===== src/rtl/seg_pkg.sv =====
`default_nettype none
// ============================================================================
// Module   : seg_pkg
// Purpose  : Shared types, constants and the leading-zero test for the scanner.
// Revision : 1.0
// ============================================================================
package seg_pkg;

    localparam int NUM_DIGITS = 4;
    localparam int DIGIT_W    = 4;
    localparam int IDX_W      = 2;

    typedef enum logic [0:0] {
        ON  = 1'b0,
        GAP = 1'b1
    } scan_state_t;

    // Digit idx is a leading zero when it and every higher digit are zero
    // and none of them carries a decimal point; digit 0 always shows.
    function automatic logic lz_blanked(
        input logic [NUM_DIGITS*DIGIT_W-1:0] nibbles,
        input logic [NUM_DIGITS-1:0]         dp,
        input logic [IDX_W-1:0]              idx
    );
        logic all_zero;
        all_zero = 1'b1;
        for (int i = 1; i < NUM_DIGITS; i++) begin
            if (i >= int'(idx)) begin
                all_zero = all_zero && (nibbles[i*DIGIT_W +: DIGIT_W] == '0) && !dp[i];
            end
        end
        return (idx != '0) && all_zero;
    endfunction

endpackage
`default_nettype wire


===== src/rtl/hex_scan_mux_scan_counter.sv =====
`default_nettype none
// ============================================================================
// Module   : scan_counter
// Purpose  : Slot counter with separate ON/GAP lengths and a terminal count.
// Revision : 1.0
// ============================================================================
module scan_counter #(
    parameter int ON_LEN  = 4,
    parameter int OFF_LEN = 2,
    parameter int CW      = 2
) (
    input  logic          clk,
    input  logic          rst,
    input  logic          i_sel_on,
    output logic [CW-1:0] o_count,
    output logic          o_tc
);

    localparam logic [CW-1:0] c_on_last  = CW'(ON_LEN - 1);
    localparam logic [CW-1:0] c_off_last = CW'(OFF_LEN - 1);

    logic [CW-1:0] r_count;
    logic [CW-1:0] w_last;

    assign w_last  = i_sel_on ? c_on_last : c_off_last;
    assign o_tc    = (r_count == w_last);
    assign o_count = r_count;

    always_ff @(posedge clk) begin
        if (rst) begin
            r_count <= '0;
        end else if (o_tc) begin
            r_count <= '0;
        end else begin
            r_count <= r_count + 1'b1;
        end
    end

endmodule
`default_nettype wire


===== src/rtl/hex_scan_mux.sv =====
`default_nettype none
// ============================================================================
// Module   : hex_scan_mux
// Purpose  : Four-digit hex display scanner with dead time, frame-atomic
//            updates and leading-zero blanking.
// Revision : 1.0
// ============================================================================
module hex_scan_mux
    import seg_pkg::*;
#(
    parameter int DIV = 50000,
    parameter int GAP = 8
) (
    input  logic        clk,
    input  logic        reset,
    input  logic [15:0] value,
    input  logic [3:0]  dp_mask,
    input  logic        load,
    input  logic        blank_lz,
    output logic [3:0]  digit_nibble,
    output logic        digit_dp,
    output logic [3:0]  digit_en,
    output logic        digit_blank,
    output logic        frame_done
);

    localparam int            c_cw     = $clog2((DIV > GAP) ? DIV : GAP);
    localparam logic [c_cw-1:0] c_on_pen = c_cw'(DIV - 2);

    seg_pkg::scan_state_t r_state;
    logic [IDX_W-1:0]     r_idx;
    logic                 r_first;
    logic [15:0]          r_shadow_val;
    logic [3:0]           r_shadow_dp;
    logic [15:0]          r_pend_val;
    logic [3:0]           r_pend_dp;
    logic                 r_pend_flag;
    logic [3:0]           r_nibble;
    logic                 r_dp;
    logic [3:0]           r_en;
    logic                 r_blank;
    logic                 r_frame_done;

    logic                 w_sel_on;
    logic [c_cw-1:0]      w_count;
    logic                 w_tc;
    logic                 w_enter_on;
    logic [IDX_W-1:0]     w_idx_nx;
    logic                 w_xfer;
    logic [15:0]          w_val_nx;
    logic [3:0]           w_dp_nx;
    seg_pkg::scan_state_t w_state_nx;
    logic                 w_blank_nx;
    logic                 w_fd_nx;

    scan_counter #(
        .ON_LEN  (DIV),
        .OFF_LEN (GAP),
        .CW      (c_cw)
    ) u_scan_counter (
        .clk      (clk),
        .rst      (reset),
        .i_sel_on (w_sel_on),
        .o_count  (w_count),
        .o_tc     (w_tc)
    );

    assign w_sel_on   = (r_state == seg_pkg::ON);
    assign w_enter_on = w_tc && (r_state == seg_pkg::GAP);
    // The first GAP after reset lands on digit 0 rather than advancing.
    assign w_idx_nx   = (w_enter_on && !r_first) ? r_idx + 1'b1 : r_idx;
    assign w_xfer     = w_enter_on && (w_idx_nx == '0) && r_pend_flag;
    assign w_val_nx   = w_xfer ? r_pend_val : r_shadow_val;
    assign w_dp_nx    = w_xfer ? r_pend_dp  : r_shadow_dp;
    assign w_state_nx = w_tc ? (w_sel_on ? seg_pkg::GAP : seg_pkg::ON) : r_state;
    assign w_blank_nx = blank_lz && lz_blanked(w_val_nx, w_dp_nx, w_idx_nx);
    // Outputs are registered, so the pulse is armed one cycle before the slot ends.
    assign w_fd_nx    = w_sel_on && !w_tc && (w_count == c_on_pen) && (r_idx == 2'd3);

    always_ff @(posedge clk) begin
        if (reset) begin
            r_state      <= seg_pkg::GAP;
            r_idx        <= '0;
            r_first      <= 1'b1;
            r_shadow_val <= '0;
            r_shadow_dp  <= '0;
            r_pend_val   <= '0;
            r_pend_dp    <= '0;
            r_pend_flag  <= 1'b0;
            r_nibble     <= '0;
            r_dp         <= 1'b0;
            r_en         <= '0;
            r_blank      <= 1'b1;
            r_frame_done <= 1'b0;
        end else begin
            r_state      <= w_state_nx;
            r_idx        <= w_idx_nx;
            r_shadow_val <= w_val_nx;
            r_shadow_dp  <= w_dp_nx;
            r_frame_done <= w_fd_nx;
            if (w_enter_on) begin
                r_first <= 1'b0;
            end
            if (load) begin
                r_pend_val  <= value;
                r_pend_dp   <= dp_mask;
                r_pend_flag <= 1'b1;
            end else if (w_xfer) begin
                r_pend_flag <= 1'b0;
            end
            if (w_state_nx == seg_pkg::ON) begin
                r_en     <= w_blank_nx ? 4'b0000 : (4'b0001 << w_idx_nx);
                r_nibble <= w_val_nx[w_idx_nx*DIGIT_W +: DIGIT_W];
                r_dp     <= w_dp_nx[w_idx_nx];
                r_blank  <= w_blank_nx;
            end else begin
                r_en     <= 4'b0000;
                r_blank  <= 1'b1;
            end
        end
    end

    assign digit_nibble = r_nibble;
    assign digit_dp     = r_dp;
    assign digit_en     = r_en;
    assign digit_blank  = r_blank;
    assign frame_done   = r_frame_done;

endmodule
`default_nettype wire

===== config.mk =====
export PLATFORM = sky130hd
export DESIGN_NAME = hex_scan_mux
export DESIGN_NICKNAME = d
export VERILOG_FILES = /design/src/rtl/seg_pkg.sv /design/src/rtl/hex_scan_mux_scan_counter.sv /design/src/rtl/hex_scan_mux.sv
export SDC_FILE = /design/constraint.sdc
export NUM_CORES = 1
export LEC_CHECK = 0
export CAP_MARGIN = 0
export CORE_MARGIN = 4
export CORE_UTILIZATION = 45
export DETAILED_ROUTE_END_ITERATION = 12
export GPL_ROUTABILITY_DRIVEN = 0
export PLACE_DENSITY = 0.69
export RECOVER_POWER = 50
export SYNTH_ARGS = -nofsm -noshare
export SYNTH_HDL_FRONTEND = slang
export SYNTH_SLANG_ARGS = --single-unit

===== constraint.sdc =====
create_clock -name clk -period 2.7 [get_ports clk]
set_input_delay 0.54 -clock clk [delete_from_list [all_inputs] [get_ports clk]]
set_output_delay 0.54 -clock clk [all_outputs]
set_load 0.005 [all_outputs]

After elaboration in Yosys (flattened, before gate mapping)
Cells that the tools add are included.
Word-level totals
  memories kept: 0
  RAM bits: 0
  bits in latches: 0
  register bits after elaboration: 72
  ROM bits: 0
Cells by class
  divide/modulo/power cells: 0
  add/sub/neg operators: 2
  $mul: 0
  order comparisons: 3
  muxes and demuxes: 12
  reduce and logical (&&, ||, !) cells: 28
  bitwise gates (word level): 1
  equality and inequality tests: 3
  shift-type cells: 2
Operators by type and width (number)
  2-to-1 mux 16 bit: 2
  adder 16 x 1 -> 16 bit, second input constant: 1
  == test 16 bit: 1
  == test 16 bit, second input constant: 1
  indexed part select 16 x 5 -> 4 bit: 1
  logical AND 1 bit: 14
  logical NOT 4 bit: 3
  2-to-1 mux 1 bit: 7
  logical NOT 1 bit: 5
  2-to-1 mux 4 bit: 1
  nonzero test 2 bit: 2
  OR reduction 2 bit: 2
  left shift 1 x 2 -> 4 bit, first input constant: 1
  less-than comparator 2 x 3 -> 1 bit, second input constant: 1
  OR reduction 3 bit: 1
  adder 2 x 1 -> 2 bit, second input constant: 1
  binary-select mux 1 bit (select 2 bit): 1
  == test 2 bit, second input constant: 1
  greater-or-equal comparator 1 x 2 -> 1 bit, first input constant: 1
  greater-or-equal comparator 2 bit, first input constant: 1
  logical NOT 2 bit: 1
  2-to-1 mux 2 bit: 1
  inverter 1 bit: 1

Logic depth before layout (Yosys ltp)
  depth after elaboration: 20
  depth in mapped cells: 11
  depth with buffers taken out: 9

Modules after synthesis
From an unflattened synthesis, not the netlist that was laid out.
Second synthesis, totals
  cell total of the unflattened synthesis: 317
  area total of the unflattened synthesis: 3173.0 sq um
By module, submodules not included
  hex_scan_mux: cells each 232, instances 1, area an instance 2414.8 sq um
  scan_counter: cells each 85, instances 1, area an instance 758.2 sq um

Least setup slack after synthesis
Ideal clock, no wire load.
  path type: register -> register
  from: reg u_scan_counter.r_count[3] (netlist: u_scan_counter.o_count[3])
  to: reg r_nibble[2] (netlist: digit_nibble[2])
  arrival time: 2.435 ns
  required time: 2.580 ns
  setup slack: 0.145 ns
  stages on the path, launching flop included: 12
  path through: dfxtp_1 > buf_2 > nand4_1 > or3_1 > a211oi_2 > ha_1 > and2_1 > o211ai_4 > buf_6 > mux2_4 > o2bb2ai_1 > o31a_1
Between the ends
  longest elaborated chain between the ends: 9
  elaborated cells between the ends (all ways): 10
  classes of those cells: eq/ne: 1; shift: 1; mux: 3; reduce/logical: 5
RTL lines
  start, declared: line hex_scan_mux_scan_counter.sv:22  | logic [CW-1:0] r_count;
  start signal, assigned: line hex_scan_mux_scan_counter.sv:35  | r_count <= r_count + 1'b1;
  == test 16 bit *: line hex_scan_mux_scan_counter.sv:26  | assign o_tc = (r_count == w_last);
  logical AND 1 bit *: line hex_scan_mux.sv:69  | assign w_enter_on = w_tc && (r_state == seg_pkg::GAP);
  named net w_enter_on: line hex_scan_mux.sv:47  | logic w_enter_on;
  logical AND 1 bit: line hex_scan_mux.sv:71  | assign w_idx_nx = (w_enter_on && !r_first) ? r_idx + 1'b1 : r_idx;
  2-to-1 mux 2 bit: line hex_scan_mux.sv:71
  logical NOT 2 bit: line hex_scan_mux.sv:72  | assign w_xfer = w_enter_on && (w_idx_nx == '0) && r_pend_flag;
  logical AND 1 bit (2 in a row): line hex_scan_mux.sv:72
  2-to-1 mux 16 bit: line hex_scan_mux.sv:73  | assign w_val_nx = w_xfer ? r_pend_val : r_shadow_val;
  indexed part select 16 x 5 -> 4 bit *: line hex_scan_mux.sv:113  | r_nibble <= w_val_nx[w_idx_nx*DIGIT_W +: DIGIT_W];
  end signal, assigned: line hex_scan_mux.sv:113
  end, declared: line hex_scan_mux.sv:38  | logic [3:0] r_nibble;
Mark *: on every way through the listed nets, which the timed path passes. The rest lies on a longest branch.
A chain may end at the register's enable or synchronous reset.

Worst setup path after layout
  from: reg u_scan_counter.r_count[9] (netlist: u_scan_counter.o_count[9])
  to: reg r_nibble[3] (netlist: digit_nibble[3])
Same word-level chain as after synthesis.

==> impl_metrics.py <==
metrics = {
    "layout": {
        "post-route-util_pct": 59.9,
        "fillers": 536,
        "final_cells": 457,
        "insertedDiodeCount": 0,
        "nNetsFinal": 404,
        "final_cell_area_um2": 3890,
        "final_common_cell": "dfxtp_1",
        "layout_common_cells": "67 x dfxtp_1, 65 x nor2_1, 32 x mux2i_1, 26 x clkdlybuf4s50_1, 20 x buf_4",
        "syn2layout_area_growth_pct": 26.0,
        "layout-drive-gt1-share_pct": 17.4,
    },
    "worst_setup_path": {
        "cp-start-kind": "flop",
        "crit_type": "flop to flop",
        "required_ns": 2.92,
        "reg2reg_from": "u_scan_counter.o_count[9]$_SDFF_PP0_",
        "end_kind": "flop",
        "r2r_setup_slack_ns": 0.03,
        "worstRegToRegCells": 10,
        "cp-startpoint": "u_scan_counter.o_count[9]$_SDFF_PP0_",
        "arrival_ns": 2.89,
        "worstReg2RegEnd": "digit_nibble[3]$_SDFFE_PP0N_",
        "cp_max_fo": 5,
        "setup.worst_path.end": "digit_nibble[3]$_SDFFE_PP0N_",
    },
    "yosys": {
        "synth-async-reset-ratio_pct": 0,
        "synth_cell_type_count": 44,
        "syn_nets": 350,
        "ys_ff_latch": 72,
        "avgSynthCellArea_um2": 9.62,
        "synthCells": 321,
        "synth-main-ff-cell": "dfxtp_1",
        "yosysWarningCount": 0,
        "syn_area_um2": 3090,
        "synth_enable_flop_cells": 0,
        "synth.yosys.seq_area_share_pct": 46.7,
    },
    "power": {
        "power.switching_mw": 0.475,
        "internal_power_mw": 1.75,
        "p_seq_share_pct": 49.7,
        "p_clk_share_pct": 45.1,
        "comb_power_share_pct": 5.2,
        "finalPower_mw": 2.22,
        "peakVddDrop_mv": 0.385,
        "swShare_pct": 21.4,
        "p_per_area_nw_per_um2": 571,
        "leakage_nw": 1.66,
    },
    "place": {
        "dp_cells": 434,
        "port_buffers": 34,
        "placed_cell_area_um2": 3560,
        "pre_cts_ws_ns": -0.103,
        "hpwl_mm": 4.54,
    },
    "global_routing": {
        "grt_pass1_wl_mm": 11.1,
        "grt_overflow": 0,
        "first_global_vias": 2234,
        "antenna_found_initial": 0,
        "gr-usage-all-layers_pct": 16.7,
        "grt_max_degree": 30,
    },
    "clock_network": {
        "clock_latency_ns": 0.34,
        "root_buffer": "clkbuf_8",
        "postCtsHoldBufs": 0,
        "htree_levels": 3,
        "clock_path_buffers": 2,
        "numCtsBuffers": 9,
        "cts_tree": "done",
        "path_clk_slew_ns": 0.08,
        "cts_sinks": 72,
    },
    "die": {
        "die_y_um": 90.8,
        "design.portCount": 35,
        "die_area_um2": 8250,
        "fp-row-count": 29,
        "die_w_um": 90.8,
        "start_util_pct": 47.5,
        "core_area_um2": 6490,
    },
    "detailed_routing": {
        "first_pass_iters": 5,
        "post_drt_via_cell_ratio": 5.18,
        "wl_mm": 6.52,
        "drc": 0,
        "drt_iter0_markers": 116,
        "antenna_left": 0,
        "wl_per_cell_um": 14.3,
        "num_vias": 2369,
    },
    "outcome": {
        "violations": "capacitance limit",
        "status": "complete, but fails checks",
    },
    "hold_path": {
        "hold_class": "flop to flop",
        "hp-start": "u_scan_counter.o_count[0]$_SDFF_PP0_",
    },
    "sta": {
        "finalHoldViolCount": 0,
        "hold_slack_ns": 0.472,
        "rsz0062_at_grt": "true",
        "slew_headroom_pct": 0.0371,
        "finalClockSkew_ns": 0.0114,
        "fmax_ghz": 0.375,
        "setup_viol_count_final": 0,
        "drv_slew": 0,
        "min_period_ns": 2.67,
        "worst_pin_slew_ns": 1.50,
        "fin_ws_ns": 0.0317,
        "tns_ns": 0,
        "period_share_pct": 98.8,
    },
    "flow_run": {
        "drv_cap": 1,
    },
}
sequential cells by signal (all words and copies together), names as in the netlist:
| register | count |
|---|---|
| u_scan_counter.o_count | 16 |
| digit_nibble | 4 |
| r_state | 1 |
| r_idx | 2 |
| r_pend_dp | 4 |
| r_pend_flag | 1 |
| digit_en | 4 |
| frame_done | 1 |
| r_shadow_dp | 4 |
| r_pend_val | 16 |
| r_shadow_val | 16 |
| digit_blank | 1 |
| r_first | 1 |
| digit_dp | 1 |
cells in the mapped netlist (5+ instances only):
master,number,area [µm²]
or4_1,5,37.5
nor2_1,65,244
ha_1,5,62.6
dfxtp_1,72,1440
a31oi_1,5,31.3
xnor2_1,7,61.3
inv_1,11,41.3
clkbuf_1,7,26.3
nor3_1,7,35.0
mux2i_1,32,320
nor2b_1,11,68.8
nand2_1,13,48.8
nand3_1,7,35.0
xor2_1,8,70.1
power by group through the flow:
stage	Sequential, mW	Combinational, mW	Clock, mW
final	1.10	0.115	1.00
after global placement	1.13	0.114	0
after detailed placement	1.13	0.115	0
after CTS	1.10	0.116	1.02
after floorplan	1.12	0.0661	0
after global routing	1.11	0.128	1.07
metal layers:
| layer | GRT usage, % | share of wire, % |
|---|---|---|
| met5 | 0 | 0 |
| met4 | 6.03 | 1.3 |
| met3 | 4.58 | 4.8 |
| met2 | 24.8 | 45 |
| met1 | 23.3 | 49 |
final cells by class:
type	count	area, µm²	share of cell area [%]
clock inverters	4	75.1	1.93
well taps	77	96.3	2.48
flip-flops and latches	72	1450	37.2
repair buffers	58	515	13.3
multi-input cells	223	1550	39.8
clock buffers	12	165	4.25
inverters	11	41.3	1.06
critical path, stage by stage (launching register included):
cell and delay (ns):
dfxtp_2 0.36, nand2_1 0.07, or3_1 0.36, a211oi_2 0.28, ha_2 0.23, and2_4 0.17
o211ai_4 0.11, buf_4 0.17, mux2_2 0.28, a222oi_1 0.40, a31oi_1 0.13
logic make-up (layout without fill, tap and decap cells):
kind of cell	Yosys count	count (layout)	share of synthesized area, %
compound gates	31	32	8.15
xor+xnor	15	15	4.26
fa+ha+maj	5	5	2.03
buf+inv	27	85	4.42
flops	72	72	46.7
mux	44	44	15.2
simple gates	127	127	19.2
worst min-delay path by stage:
stage,end,slack (ns),cells after the start
after floorplan,u_scan_counter.o_count[0]$_SDFF_PP0_,0.43,1
after global placement,u_scan_counter.o_count[0]$_SDFF_PP0_,0.45,1
after detailed placement,u_scan_counter.o_count[0]$_SDFF_PP0_,0.46,1
after CTS,u_scan_counter.o_count[0]$_SDFF_PP0_,0.48,1
after global routing,u_scan_counter.o_count[0]$_SDFF_PP0_,0.49,1
final,u_scan_counter.o_count[0]$_SDFF_PP0_,0.47,1
repair_timing:
item,4_1_cts,5_1_grt
pin swaps,2,8
setup endpoints to repair,3,9
buffers inserted,3,3
resized for setup,2,13
gates cloned,0,1
No activity file was read; power rests on OpenSTA's default activity.
